[config.mk]
export PLATFORM = sky130hd
export DESIGN_NAME = c_to_d_stuff_bridge
export DESIGN_NICKNAME = d
export VERILOG_FILES = /design/src/rtl/c_to_d_stuff_bridge_pkg.sv /design/src/rtl/c_to_d_stuff_fifo.sv /design/src/rtl/c_to_d_stuff_bridge.sv
export SDC_FILE = /design/constraint.sdc
export NUM_CORES = 1
export LEC_CHECK = 0
export ABC_AREA = 1
export CORE_MARGIN = 3
export CORE_UTILIZATION = 59
export CTS_BUF_LIST = sky130_fd_sc_hd__clkbuf_4
export DETAILED_ROUTE_END_ITERATION = 12
export PLACE_DENSITY = 0.87
export SLEW_MARGIN = 20
export SYNTH_ARGS = -nofsm -noshare
export SYNTH_HDL_FRONTEND = slang
export SYNTH_SLANG_ARGS = --single-unit
[constraint.sdc]
create_clock -name clk -period 4.9 [get_ports clk]
set_clock_uncertainty 0.05 [all_clocks]
set_input_delay 0.98 -clock clk [delete_from_list [all_inputs] [get_ports clk]]
set_output_delay 0.98 -clock clk [all_outputs]
set_load 0.005 [all_outputs]
[src/rtl/c_to_d_stuff_bridge_pkg.sv]
// Shared types and constants for the cStuffIf -> dStuffIf bridge.
// Latency: n/a (types only).
// Backpressure: n/a (types only).
package c_to_d_stuff_bridge_pkg;

  localparam int SEE_W                = 5;
  localparam int SEQ_W                = 2;
  localparam int D_W                  = SEQ_W + SEE_W;
  localparam int C_TO_D_DEPTH_DEFAULT = 4;

  typedef logic [SEE_W-1:0] see_st_t;

  // Downstream item: sequence tag in the top bits, upstream payload below.
  typedef struct packed {
    logic [SEQ_W-1:0] seq;
    see_st_t          payload;
  } d_st_t;

endpackage

[src/rtl/c_to_d_stuff_fifo.sv]
// DEPTH x 5-bit synchronous FIFO with an explicit occupancy counter.
// Latency: a pushed entry is readable on pop_data the cycle after the push.
// Backpressure: caller must not push when full nor pop when empty.
// Ports: clk, rst_n (async active-low); push/push_data write side;
//        pop/pop_data read side (pop_data = head entry); full, empty, level.
module c_to_d_stuff_fifo
  import c_to_d_stuff_bridge_pkg::*;
#(
  parameter int DEPTH = C_TO_D_DEPTH_DEFAULT,
  parameter int LVL_W = $clog2(DEPTH + 1)
) (
  input  logic             clk,
  input  logic             rst_n,
  input  logic             push,
  input  logic [SEE_W-1:0] push_data,
  input  logic             pop,
  output logic [SEE_W-1:0] pop_data,
  output logic             full,
  output logic             empty,
  output logic [LVL_W-1:0] level
);

  localparam int PTR_W = $clog2(DEPTH);

  logic [SEE_W-1:0] mem [DEPTH];
  logic [PTR_W-1:0] wr_ptr;
  logic [PTR_W-1:0] rd_ptr;

  // Storage is not reset; the top gates the output while empty.
  always_ff @(posedge clk) begin
    if (push) begin
      mem[wr_ptr] <= push_data;
    end
  end

  // DEPTH is a power of two, so pointers wrap on natural overflow.
  always_ff @(posedge clk or negedge rst_n) begin
    if (!rst_n) begin
      wr_ptr <= '0;
      rd_ptr <= '0;
      level  <= '0;
    end else begin
      if (push) wr_ptr <= wr_ptr + PTR_W'(1);
      if (pop)  rd_ptr <= rd_ptr + PTR_W'(1);
      case ({push, pop})
        2'b10:   level <= level + LVL_W'(1);
        2'b01:   level <= level - LVL_W'(1);
        default: level <= level;
      endcase
    end
  end

  assign pop_data = mem[rd_ptr];
  assign full     = (level == LVL_W'(DEPTH));
  assign empty    = (level == '0);

endmodule

[src/rtl/c_to_d_stuff_bridge.sv]
// Sinks cStuffIf (5-bit seeSt), buffers in a FIFO, sources dStuffIf (7-bit dSt = {seq, payload}).
// Latency: item accepted at edge N is valid downstream after edge N; no empty bypass.
// Backpressure: cStuffIf_rdy drops when full or before the first edge after reset; dStuffIf held while stalled.
// Ports: clk, rst_n (async active-low); cStuffIf_vld/_data/_rdy upstream;
//        dStuffIf_vld/_data/_rdy downstream; level = FIFO occupancy.
// Build option: C_TO_D_BRIDGE_SEQ_EN adds the 2-bit output sequence tag;
//               without it the top bits of dStuffIf_data are zero.
module c_to_d_stuff_bridge
  import c_to_d_stuff_bridge_pkg::*;
#(
  parameter int DEPTH = C_TO_D_DEPTH_DEFAULT,
  parameter int LVL_W = $clog2(DEPTH + 1)
) (
  input  logic             clk,
  input  logic             rst_n,
  input  logic             cStuffIf_vld,
  input  logic [SEE_W-1:0] cStuffIf_data,
  output logic             cStuffIf_rdy,
  output logic             dStuffIf_vld,
  output logic [D_W-1:0]   dStuffIf_data,
  input  logic             dStuffIf_rdy,
  output logic [LVL_W-1:0] level
);

  logic             rst_done;
  logic             push;
  logic             pop;
  logic             full;
  logic             empty;
  logic [SEE_W-1:0] head;
  logic [SEQ_W-1:0] seq;
  d_st_t            d_out;

  // Hold off upstream for one edge after reset release.
  always_ff @(posedge clk or negedge rst_n) begin
    if (!rst_n) rst_done <= 1'b0;
    else        rst_done <= 1'b1;
  end

  assign cStuffIf_rdy = rst_done & ~full;
  assign dStuffIf_vld = ~empty;
  assign push         = cStuffIf_vld & cStuffIf_rdy;
  assign pop          = dStuffIf_vld & dStuffIf_rdy;

  c_to_d_stuff_fifo #(
    .DEPTH (DEPTH),
    .LVL_W (LVL_W)
  ) u_fifo (
    .clk       (clk),
    .rst_n     (rst_n),
    .push      (push),
    .push_data (cStuffIf_data),
    .pop       (pop),
    .pop_data  (head),
    .full      (full),
    .empty     (empty),
    .level     (level)
  );

`ifdef C_TO_D_BRIDGE_SEQ_EN
  // Tags each delivered item; wraps 3 -> 0.
  always_ff @(posedge clk or negedge rst_n) begin
    if (!rst_n)   seq <= '0;
    else if (pop) seq <= seq + SEQ_W'(1);
  end
`else
  assign seq = '0;
`endif

  // Forced to zero while empty so the reset/idle output is clean.
  always_comb begin
    d_out = '0;
    if (dStuffIf_vld) begin
      d_out.seq     = seq;
      d_out.payload = head;
    end
  end

  assign dStuffIf_data = d_out;

  a_no_push_full : assert property (@(posedge clk) disable iff (!rst_n) !(push && full));
  a_no_pop_empty : assert property (@(posedge clk) disable iff (!rst_n) !(pop && empty));
  a_hold_stalled : assert property (@(posedge clk) disable iff (!rst_n)
                     (dStuffIf_vld && !dStuffIf_rdy) |=> (dStuffIf_vld && $stable(dStuffIf_data)));

endmodule
==> metrics.yaml <==
cts.clk_slew.worst_paths_ps: 140
max_cap_violations: 0
design.core.area_sq_um: 2060
setup_viol: 0
period_needed_ps: 3100
cp-end-kind: "primary output"
yosysWarnings: 0
leakage_nw: 0.737
worst_pin_slew_ps: 512
grt_pass1_wl_um: 3710
cts.sinks: 28
timing.hold.ws_ps: 468
dp_slack_ps: 2160
drt-total-wl_um: 2450
yosysSeqAreaShare_pct: 58.9
cp_cell_sequence: "inv_2 > nand2_1 > nand3_1 > a21oi_1 > clkdlybuf4s50_1"
antenna_found_initial: 0
drtIter0Drc: 16
syn_area_sq_um: 1360
clockBufferDepth: 2
rsz0062_at_grt: "no"
slowest_stage: "dfrtp_1"
synth_area_per_cell_sq_um: 9.57
cp.depth: 5
worst_slack_ps: 1800
num_rows: 16
r2r_slack_ps: 2850
dp_cells: 183
r2r-end: "u_fifo.level[2]"
nNetsFinal: 176
critPathTopFamily: "buffers and inverters"
drive_above_1_share_pct: 3.13
hp-start: "u_fifo.level[0]"
crit_path_start_kind: "flip-flop"
fin_util_pct: 76.0
syn_inst: 142
cp_max_fo: 13
num_antenna_cells: 0
ir_drop_v: 0.000407
io_buffers: 18
postCtsSetupBuffers: 0
grt_pass1_vias: 874
finalHoldViolCount: 0
wl_per_cell_um: 13.1
grt_use_total_pct: 18.7
whs_endpoint: "u_fifo.level[0]"
remaining_drc_errors: 0
io_pins: 21
path_buf_inv: 2
via_count: 930
tns_ps: 0
postCtsHoldBufs: 0
hpwl_um: 1840
via_per_inst: 4.97
status: "finished clean"
grt_max_degree: 16
critPathArrivalTime_ps: 2070
r2r-start: "u_fifo.level[0]"
worstSetupPathType: "reg -> out"
layout.cells.most_common_list: "inv_1 (35), nand2_1 (33), edfxtp_1 (20), clkdlybuf4s50_1 (18), nand3_1 (14)"
die_area_sq_um: 2910
overflow: 0
ys_ff_latch: 28
cts_root_buf: "clkbuf_4"
start_util_pct: 65.9
htreeDepth: 1
r2r_cells: 10
dr.pass1.iters: 4
ant_nets: 0
cts_buffers: 3
cts-resized-gates: 0
area_growth_pct: 15.3
cts_tree: "built"
worstPathRequired_ps: 3870
synth_cell_types: 20
layout_commonest_cell: "inv_1"
p_per_area_nw_per_um2: 519
period_share_pct: 63.3
slew_viol_final: 0
die_width_um: 54.0
fmaxAchievable_ghz: 0.322
die_y_um: 54.0
holdPathStages: 1
hp-class: "reg -> reg"
worst_skew_pair.late_latency_ps: 320
fillCellCount: 141
gp_congestion: 0.753
fin_cells: 187
max_stage_delay_ps: 670
max_slew_margin_pct: 65.8
[final cells by class]
class	instances	area [sq um]	area share, %
Multi-Input combinational cell	74	390	24.9
Sequential cell	28	801	51.1
Clock buffer	3	22.5	1.44
Inverter	36	135	8.63
Clock inverter	1	3.75	0.240
Timing Repair Buffer	18	180	11.5
Tap cell	27	33.8	2.16
[state kept, by name, summed over array words and instances, names as in the netlist]
name           flops
u_fifo.level       3
u_fifo.mem        20
u_fifo.wr_ptr      2
u_fifo.rd_ptr      2
rst_done           1
[layer usage]
metal	vias up	wire length (um)	GRT usage [%]
met5	-	0	0
met4	0	44	9.13
met3	6	96	3.32
met2	19	1280	33.3
met1	438	1020	21.4
li1	467	-	-
[logic make-up (layout without fill, tap and decap cells)]
logic type,after synthesis,count (layout),synth area share (%)
AOI/OAI and AO/OA,7,7,2.58
xor gates and xnor gates,2,2,1.29
adders and majority gates,6,6,6.08
buffers and inverters,41,58,12.6
DFF,28,28,58.9
other,2,3,0.553
and+or+nand+nor,56,56,18.0
[worst reg2reg max path, cell delays in order (launching register included)]
cell	delay [ps]
dfrtp_1	430
inv_1	130
nand3_1	190
nand3_2	180
ha_1	190
inv_1	70
fa_1	390
nand2_1	110
nand3_1	90
nand2_1	80
nand2_1	60
[worst max-delay path by stage]
stage | start | end | slack [ps]
finish | u_fifo.rd_ptr[0] | dStuffIf_data[0] | 1800
global route | u_fifo.rd_ptr[0] | dStuffIf_data[0] | 1710
floorplan | dStuffIf_rdy | u_fifo.level[2] | 2810
CTS | u_fifo.rd_ptr[0] | dStuffIf_data[2] | 1830
detailed placement | cStuffIf_vld | u_fifo.level[1] | 2160
global placement | dStuffIf_rdy | u_fifo.level[2] | 2250
[stage by stage]
step / instance area [sq um] / total power, mW
global route: 1570 / 0.867
floorplan: 1360 / 0.565
global placement: 1540 / 0.699
finish: 1570 / 0.814
detailed placement: 1540 / 0.724
CTS: 1570 / 0.815
[power by group]
part / internal [mW] / switching, mW
logic: 0.179 / 0.185
registers: 0.302 / 0.0550
clock network: 0.0299 / 0.0637
[cells in the mapped netlist, drive strengths merged]
cell type / number / share of area (%)
fa: 1 / 1.5
a21oi: 5 / 1.8
buf: 5 / 2.7
nand2: 33 / 9.1
dfrtp: 8 / 15
nand4: 3 / 1.4
nor2: 4 / 1.1
xnor2: 2 / 1.3
inv: 36 / 9.9
edfxtp: 20 / 44
ha: 5 / 4.6
nand3: 15 / 5.9
o21ai: 2 / 0.74
and2: 1 / 0.46
conb: 2 / 0.55
No activity file was read; power rests on OpenSTA's default activity.
